<file path="src/rtl/nand4_chk_pkg.sv">
// Shared types and helpers for the four-input NAND response checker.
//   state_t      : checker FSM states
//   MISR_POLY    : feedback polynomial of the response signature register
//   nand4_expect : golden {e,f,g} for an applied vector {a,b,c,d}
package nand4_chk_pkg;

    typedef enum logic [1:0] {
        IDLE  = 2'd0,
        RUN   = 2'd1,
        FLUSH = 2'd2,
        DONE  = 2'd3
    } state_t;

    localparam logic [15:0] MISR_POLY = 16'h1021;

    // vec = {a,b,c,d}, a in bit 3. Returns {e,f,g}.
    function automatic logic [2:0] nand4_expect(input logic [3:0] vec);
        logic e;
        logic f;
        logic g;
        e = ~(vec[3] & vec[2]);
        f = ~(vec[1] & vec[0]);
        g = ~(&vec);
        return {e, f, g};
    endfunction

endpackage

</file>
<file path="src/rtl/nand4_misr.sv">
// 16-bit multiple-input signature register with a 3-bit parallel input.
// Ports:
//   clk    in   rising-edge clock
//   rst    in   asynchronous active-high reset, loads SEED
//   load   in   reload SEED (takes priority over enable)
//   enable in   compress data into the signature this cycle
//   data   in   3-bit response word {e,f,g}
//   sig    out  current signature
module nand4_misr
    import nand4_chk_pkg::*;
#(
    parameter logic [15:0] SEED = 16'hFFFF
) (
    input  logic        clk,
    input  logic        rst,
    input  logic        load,
    input  logic        enable,
    input  logic [2:0]  data,
    output logic [15:0] sig
);

    always_ff @(posedge clk or posedge rst) begin
        if (rst) begin
            sig <= SEED;
        end else if (load) begin
            sig <= SEED;
        end else if (enable) begin
            sig <= ({sig[14:0], 1'b0} ^ (sig[15] ? MISR_POLY : 16'h0000)) ^ {13'b0, data};
        end
    end

endmodule

</file>
<file path="config.mk">
export PLATFORM = sky130hd
export DESIGN_NAME = nand4_misr
export DESIGN_NICKNAME = d
export VERILOG_FILES = /design/src/rtl/nand4_chk_pkg.sv /design/src/rtl/nand4_misr.sv
export SDC_FILE = /design/constraint.sdc
export NUM_CORES = 1
export LEC_CHECK = 0
export CORE_AREA = 5 5 42 44
export CTS_BUF_LIST = sky130_fd_sc_hd__clkbuf_8
export DETAILED_ROUTE_END_ITERATION = 8
export DIE_AREA = 0 0 47 49
export DONT_BUFFER_PORTS = 1
export PLACE_DENSITY = 0.76
export RECOVER_POWER = 25
export REMOVE_ABC_BUFFERS = 1
export SLEW_MARGIN = 20
export SYNTH_ARGS = -nofsm -noshare
export SYNTH_HDL_FRONTEND = slang
export SYNTH_SLANG_ARGS = --single-unit
</file>
<file path="constraint.sdc">
create_clock -name clk -period 1.97 [get_ports clk]
set_input_delay 0.197 -clock clk [delete_from_list [all_inputs] [get_ports clk]]
set_output_delay 0.197 -clock clk [all_outputs]
set_load 0.01 [all_outputs]
</file>
After elaboration in Yosys (flattened, before gate mapping)
Cells that the tools add are included.

operators by class
  reductions and logical operators = 1
  multipliers = 0
  add/subtract/negate cells = 0
  bitwise gates (word level) = 2
  divide/modulo/power cells = 0
  mux-type cells = 3
  shift operators = 0
  magnitude comparators = 0
  equality and inequality tests = 0

operators by type and width
  operator            count
  $mux W16            2
  $xor A16 B13 Y16    1
  $xor A16 B3 Y16     1
  $mux W13            1
  $reduce_bool A2 Y1  1

word-level totals
  register bits after elaboration = 16
  bits in read-only memories = 0
  input port bits = 7
  output and inout bits = 16
  memory bits (writable) = 0
  memories = 0
  latch bits = 0

Logic depth before layout (Yosys ltp)
  word-level depth = 5
  depth in mapped cells = 5
  gate-level depth less buffers = 2

Worst setup path after synthesis
Ideal clock, no wire load.

  path type = input -> register
  start = input port enable
  end = register sig[14]
  setup time = 0.082 ns
  cell stages on the path = 4
  path buffers = 3
  arrival time = 0.825 ns
  path slack = 1.063 ns
  required time = 1.888 ns
  path through = buf_6 buf_8 buf_8 a211o_1

on the way
  longest elaborated chain between the ends = 1

ends and longest elaborated chain
  item                                 line              source
  from (decl)                          nand4_misr.sv:17  input logic enable,
  $reduce_bool A2 Y1 (no source line)  -
  to (signal assigned)                 nand4_misr.sv:28  sig <= ({sig[14:0], 1'b0} ^ (sig[15] ? MISR_POLY : 16'h0000)) ^ {13'b0, data};
  to (decl)                            nand4_misr.sv:19  output logic [15:0] sig

No other way between the ends.
A chain may end at the register's enable or synchronous reset.

Worst setup path after layout
  start = register sig[15]
  end = output port sig[15]

No word-level cell between the ends.

==> impl_metrics.toml <==
[outcome]
status = "complete, no violations"

[global_routing]
grt_pass1_wl_mm = 2.29
grt-ovfl-total = 0
grt_pass1_vias = 481
grt_max_degree = 29
antenna_found_initial = 0
track_usage = 0.139

[clock_tree]
clockBufferDepth = 2
h-tree-depth = 1
clk_latency_ps = 240
cts_resized = 0
clockRootBuffer = "clkbuf_8"
tritoncts = "done"
cts_buffers = 3
clock-sinks = 16
hold_buffers = 0
cts.clk_slew.worst_paths_ps = 60
cts_setup_buffers = 0

[detailed_routing]
drt_iter0_drc = 11
route.detailed.drc = 0
vias_per_cell = 5.81
firstDrtPassIters = 4
vias = 436
drt.antenna.violating_nets = 0
routedWlPerCell_um = 18.1
routed_wl_mm = 1.36

[placement]
dpl.cell_count = 71
place_hpwl_um = 921
dp_slack_ps = 1060
io_buffers = 0
gp_congestion = 0.707
placed_cell_area_sq_um = 719

[final_layout]
filler_cell_count = 133
largest_register_ffs = 16
drive_gt1_frac = 0.339
stdcell_count = 75
fin_area_sq_um = 774
finalNetCount = 67
largestRegisters = "sig: 16 flops"
top_register = "sig"
diodes = 0
layout-area-overhead-vs-synth_pct = 3.17
fin_util = 0.553

[worst_setup_path]
crit_fanout = 5
required_ps = 1770
crit_path_end_kind = "output pin"
cp.arrival_ps = 860
cp-start-kind = "register"
crit_type = "reg -> out"

[sta]
max-slew-margin-rel = 0.610
tightest_slew_ps = 584
fin_setup_tns_ps = 0
drv_slew = 0
fin_worst_skew_ps = 1.67
timing_hold_violations_final = 0
fmax_ghz = 0.949
setup_viol = 0
fin_crit_sh = 0.535
grt_setup_unrepaired = "false"
fin_ws_ps = 916
period_minus_slack_ps = 1050

[yosys]
synth_top_cell_by_area = "dfstp_2"
synth-async-reset-ratio = 1.00
yosysSeqAreaShare = 0.560
netlist_area_sq_um = 751
syn_inst = 60
synthTopCellsByArea = "dfstp_2, a211o_1, and2b_1"
synth_commonest_cells = "dfstp_2, a211o_1, and2b_1"
synth_cell_types = 11
yosys.area.top_type_share = 0.560
postSynthAreaPerCell_sq_um = 12.5
synth-main-ff-cell = "dfstp_2"
ys_ff_latch = 16
yosysMostFrequentCell = "dfstp_2"
yosys_warnings = 0
synth_edf_count = 0

[power_and_ir_drop]
irDropWorstVdd_mv = 0.421
p_per_area_nw_per_um2 = 956
leakagePower_nw = 0.303

[floorplanning]
core_area_sq_um = 1400
dieArea_sq_um = 2300
die_width_um = 47
start_util = 0.536
io-pin-count = 23
fp.dieH_um = 49
rows = 14

[min_path]
hold_path_class = "in -> reg"

[run]
cap_violations = 0
[cell type report]
| cell class | instances | area, sq um | area share |
|---|---|---|---|
| multi-input cells | 38 | 275 | 0.355 |
| flip-flops and latches | 16 | 420 | 0.543 |
| well taps | 16 | 20.0 | 0.0258 |
| clock buffers | 4 | 55.1 | 0.0711 |
| inverters | 1 | 3.75 | 0.00485 |
[kinds of logic (layout without fill, tap and decap cells)]
logic type / count (synthesis) / in the layout / share of synthesized area
simple gates: 17 / 17 / 0.147
compound gates: 16 / 16 / 0.162
flops: 16 / 16 / 0.560
buf+inv: 6 / 5 / 0.0733
xor+xnor: 5 / 5 / 0.0583
[where the power goes]
part / internal, mW / switching (mW) / total (mW)
sequential: 0.371 / 0.0349 / 0.406
combinational: 0.0320 / 0.0216 / 0.0537
clock: 0.177 / 0.104 / 0.281
[final timing paths]
| check | start | slack [ps] | endpoint | cells after the start |
|---|---|---|---|---|
| max in group asynchronous | rst | 1690 | sig[9] | 1 |
| min reg2reg | sig[12] | 600 | sig[12] | 2 |
| min in group asynchronous | rst | 250 | sig[5] | 1 |
| max | sig[15] | 920 | sig[15] | 0 |
| max reg2reg | sig[15] | 1030 | sig[12] | 2 |
| min | load | 50 | sig[3] | 1 |
[layout by cell type (no fill, tap or decap)]
master / instances
dfstp_2: 16
a211o_1: 11
and2b_1: 8
xnor2_1: 5
nor3_1: 5
a21oi_1: 5
nor2b_1: 4
clkbuf_8: 4
inv_1: 1
[per-layer routing]
metal / track usage / share of wire
met5: 0 / 0
met4: 0.0691 / 0.016
met3: 0.0554 / 0.10
met2: 0.215 / 0.52
met1: 0.160 / 0.36
[per-stage QoR]
step	total power, mW	hold WS [ps]
after floorplan	0.451	299
after global placement	0.462	302
after detailed placement	0.465	305
after CTS	0.751	47.6
after global routing	0.778	47.3
final	0.741	51.5
Power figures use the tool's default switching activity.
==> RTL change 1 (same flow settings) <==
Make the reset (`rst`) synchronous in one clocked block. Comments in the files are not updated.
--- a/src/rtl/nand4_misr.sv
+++ b/src/rtl/nand4_misr.sv
@@ -20,5 +20,5 @@
 );
 
-    always_ff @(posedge clk or posedge rst) begin
+    always_ff @(posedge clk) begin
         if (rst) begin
             sig <= SEED;
Formal check against the unedited RTL: differs if rst is asserted again (counterexample within 4 cycles, from zero or initial values and one cycle with rst high); with rst held inactive, the same outputs for 10 cycles.
==> RTL change 1 against the unedited design <==
Worst setup slack better by 0.12 ns; global-route usage is 2.4 points lower; synthesized cell count is 5.0% lower; register-to-register slack better by 0.06 ns; die area stayed put; fmax is 12% higher; area after synthesis is 14% lower; wire length is 13% lower; count of clock-buffer cells in the layout is 1 lower; cell area is 13% lower; sequential cell count stayed put; sequential share of layout area is 6.9 points lower; critical path type unchanged; critical endpoint unchanged.
Power is not compared: it rests on default switching activity, and its combinational part moved more than twofold at a synthesized area within 25%.
==> RTL change 1: results (changes against the unedited design) <==
vias in the first global route 378 (was 481); sequential fraction of the synthesis area 49.71% (was 56.00%); Synth Cell Area 644.4 um^2 (was 750.7 um^2); wire per inst 16.07 um (was 18.08 um); layout cells sized above 1 24.56% (was 33.90%); yosys warns 0 (unchanged); Async S/R FF share, synth 0% (was 100.0%); detailed router's first-iteration violation count 5 (was 11); Sw Ratio 20.15%; CTS Buf Count 3 (unchanged); # Post-CTS Setup Buffers 0 (unchanged); Regs by FF count sig x16 (unchanged); routability cong. 0.6158 (was 0.7074); WP data arrival 0.74 ns (was 0.86 ns); GRT Total Usage 11.49% (was 13.87%); global-route wire length before repair 1787 um (was 2290 um); largest net degree at the start of global routing 22 (was 29); pre-CTS WS 1.089 ns (was 1.063 ns); Layout Skew 0.001700 ns (was 0.001666 ns); Via Count 417 (was 436); Area contributors post-synth dfxtp_1, mux2i_1, nand2_2 (was dfstp_2, a211o_1, and2b_1); status finished clean (unchanged); Filler cells 138 (was 133); actual slew at the worst max-slew pin 0.4677 ns (was 0.5838 ns); Leak 0.0002519 uW; Synth top cells by count dfxtp_1, mux2i_1, nand2_2 (was dfstp_2, a211o_1, and2b_1); Nets 66 (was 67); Netlist cell types 10 (was 11); # diodes 0 (unchanged)
[RTL change 1: cell families after synthesis]
kind of cell           Yosys count  synth area share, %
AND/OR/NAND/NOR                 17                16.89
flip-flops                      16                49.71
AO/OA/AOI/OAI                    5                4.854
buffers and inverters            3                4.660
multiplexers                    11                17.09
XOR/XNOR                         5                6.796
[RTL change 1: per-stage QoR]
stage,utilization [%],hold slack (ns),instances,instance area [um^2],total power (uW)
2_1_floorplan,-,0.3048,54,614.3,362.6
3_3_place_gp,45.27,0.3090,70,634.4,366.2
3_5_place_dp,45.27,0.3126,70,634.4,366.7
4_1_cts,48.21,0.04700,73,675.6,606.2
5_1_grt,48.21,0.04744,73,675.6,624.3
6_report,48.21,0.05553,73,675.6,597.5
[RTL change 1: final cells by class]
cell class / count / area [um^2] / share of cell area (%)
clock buffer: 3 / 41.29 / 6.111
multi-input combinational: 38 / 294.0 / 43.52
sequential: 16 / 320.3 / 47.41
tap: 16 / 20.02 / 2.963
[RTL change 1: final timing paths]
check	startpoint	end	slack [ns]	depth (start not counted)
max	sig[15]	sig[15]	1.03	0
min	enable	sig[0]	0.06	1
max reg2reg	sig[15]	sig[5]	1.09	2
min reg2reg	sig[9]	sig[9]	0.57	2
[RTL change 1: routing by layer]
layer / wire length, um / up-vias / track usage (%)
met4: 27 / 0 / 6.912
met3: 156 / 4 / 8.856
met5: 0 / - / 0
met2: 545 / 21 / 15.61
met1: 443 / 190 / 12.13
li1: - / 202 / -
[RTL change 1: power groups by stage]
stage / clock (uW) / combinational (uW) / sequential (uW)
final: 238 / 22.3 / 337
after global routing: 262 / 24.7 / 337
after CTS: 246 / 22.7 / 337
after detailed placement: 0 / 22.4 / 344
after global placement: 0 / 22.2 / 344
after floorplan: 0 / 20.3 / 342
==> RTL change 2 (same settings) <==
Without the edit above. Add an input register stage for `load`, `enable` and `data`, with the module's reset; this delays them by one clock. Comments in the files are not updated.
--- a/src/rtl/nand4_misr.sv
+++ b/src/rtl/nand4_misr.sv
@@ -20,11 +20,27 @@
 );
 
+    logic load_q;
+    logic enable_q;
+    logic [2:0] data_q;
+
+    always_ff @(posedge clk or posedge rst) begin
+        if (rst) begin
+            load_q   <= '0;
+            enable_q <= '0;
+            data_q   <= '0;
+        end else begin
+            load_q   <= load;
+            enable_q <= enable;
+            data_q   <= data;
+        end
+    end
+
     always_ff @(posedge clk or posedge rst) begin
         if (rst) begin
             sig <= SEED;
-        end else if (load) begin
+        end else if (load_q) begin
             sig <= SEED;
-        end else if (enable) begin
-            sig <= ({sig[14:0], 1'b0} ^ (sig[15] ? MISR_POLY : 16'h0000)) ^ {13'b0, data};
+        end else if (enable_q) begin
+            sig <= ({sig[14:0], 1'b0} ^ (sig[15] ? MISR_POLY : 16'h0000)) ^ {13'b0, data_q};
         end
     end
Check against the original RTL: not equivalent (a bounded check fails within 4 cycles, from zero or initial values and one cycle with rst high).
==> RTL change 2 against the unedited design <==
Final cell count is 15% higher; wire length shrank 1.3%; sequential share of layout area up 3.2 points; clock power shrank 7.5%; synthesized cell count up 8.3%; fmax down 26%; worst setup slack worse by 0.38 ns; sequential cell count is 5 higher; register-to-register slack lost 0.49 ns; cell area grew 23%; area after synthesis increased by 17%; clock skew grew 0.0027 ns; power rose by 15%.
==> RTL change 2: results (changes against the unedited design) <==
root buf cell clkbuf_8 (unchanged); slowest CP cell dfrtp_1; layout cells sized above 1 27.14% (was 33.90%); Post-DP HPWL 865.7 um (was 920.8 um); fin crit period 1.429 ns (was 1.054 ns); detailed router's first-iteration violation count 6 (was 11); Nets 78 (was 67); Layout Skew 0.004391 ns (was 0.001666 ns); clock-pin slew on the worst setup and hold paths 0.07 ns; GRT Total Usage 12.95% (was 13.87%); Netlist cell types 12 (was 11); maximum vdd drop 0.6561 mV (was 0.4213 mV); CTS H-tree depth 1 (unchanged); yosys warns 0 (unchanged); Async S/R FF share, synth 100.0% (unchanged); Filler cells 99 (was 133); RR Startpoint enable_q (was sig[15]); DR pass1 iterations 2 (was 4); Reg2Reg Setup Slack 0.54 ns (was 1.03 ns); largest net degree at the start of global routing 29 (unchanged); global-route wire length before repair 2152 um (was 2290 um); # diodes 0 (unchanged); slew margin rel. 51.47% (was 61.04%); Vias/cell 5.570 (was 5.813); # Post-CTS Setup Buffers 0 (unchanged); WP data arrival 1.60 ns (was 0.86 ns); Leak 0.0003843 uW (was 0.0003028 uW); Area contributors post-synth dfstp_2, dfrtp_1, a211o_1 (was dfstp_2, a211o_1, and2b_1); Regs by FF count sig x16, data_q x3 (was sig x16); sequential fraction of the synthesis area 62.29% (was 56.00%); Crit Path Class reg -> reg (was reg -> out); routability cong. 0.7091 (was 0.7074); Max Buffers Root-to-Sink 2 (unchanged); hold_ws 0.4967 ns (was 0.05149 ns); wire per inst 15.56 um (was 18.08 um); vias in the first global route 494 (was 481); CP max stage delay 0.82 ns; Skew-Pair Late Insertion Delay 0.25 ns; Switch Pwr 194.0 uW (was 160.9 uW); CTS Buf Count 3 (unchanged); top cell family by delay on the critical path flip-flops; pre-CTS WS 0.5444 ns (was 1.063 ns); Hold WC Path Type in -> async (was in -> reg); Synth top cells by count dfstp_2, a211o_1, and2b_1 (unchanged); initial antenna violation count 0 (unchanged); CP max FO 28 (was 5); status finished clean (unchanged); clock share of power 30.6% (was 38.0%); cell type with the largest total area after synthesis dfstp_2 (unchanged); Port-buffer cells 0 (unchanged)
## RTL change 2: final cells by class
class                           instances  area share, %
Clock buffer                            3          4.348
Clock inverter                          1         0.3953
Inverter                                1         0.3953
Multi-Input combinational cell         38          28.99
Sequential cell                        21          57.44
Timing Repair Buffer                    6          6.324
Tap cell                               16          2.108
## RTL change 2: repair_timing
item	CTS	global route
hold buffers	6	0
gates resized for setup	0	0
endpoints found under the hold margin	10	0
## RTL change 2: routing by layer
metal | part of all wire, % | track usage [%] | vias to the layer above
li1 | - | - | 235
met1 | 43 | 15.53 | 230
met2 | 51 | 19.91 | 14
met3 | 5.8 | 4.059 | 0
met4 | 0 | 6.912 | 0
met5 | 0 | 0 | -
## RTL change 2: metrics by stage
step                cells  cell area (um^2)  power (uW)
finish                 86             949.7       849.9
global route           86             949.7       896.2
CTS                    86             949.7       862.5
detailed placement     76             844.6       589.4
global placement       76             844.6       586.3
floorplan              60             824.5       571.7
## RTL change 2: power groups by stage
| stage | clock network (uW) | logic (uW) | registers, uW |
|---|---|---|---|
| 6_report | 260 | 64.3 | 526 |
| 5_1_grt | 292 | 72.6 | 532 |
| 4_1_cts | 271 | 65.0 | 527 |
| 3_5_place_dp | 0 | 55.4 | 534 |
| 3_3_place_gp | 0 | 53.6 | 533 |
| 2_1_floorplan | 0 | 48.9 | 523 |
## RTL change 2: path summary, 6_finish.rpt
| check | depth (start not counted) | end |
|---|---|---|
| max in group asynchronous | 2 | data_q[2] |
| hold / removal | 2 | load_q |
| setup / recovery | 2 | sig[10] |
| hold reg to reg | 2 | sig[1] |
| min in group clk | 1 | enable_q |
| setup reg to reg | 2 | sig[10] |
## RTL change 2: cells by family after synthesis
group | Yosys count | synth area share (%)
AOI/OAI and AO/OA | 16 | 13.86
xor gates and xnor gates | 5 | 5.000
buffers and inverters | 6 | 6.285
DFF | 21 | 62.29
and+or+nand+nor | 17 | 12.57
## RTL change 2: worst register-to-register path, cell delays in order (launching register included)
cell	delay (ns)
dfrtp_1	0.82
and2b_1	0.26
a211o_1	0.28
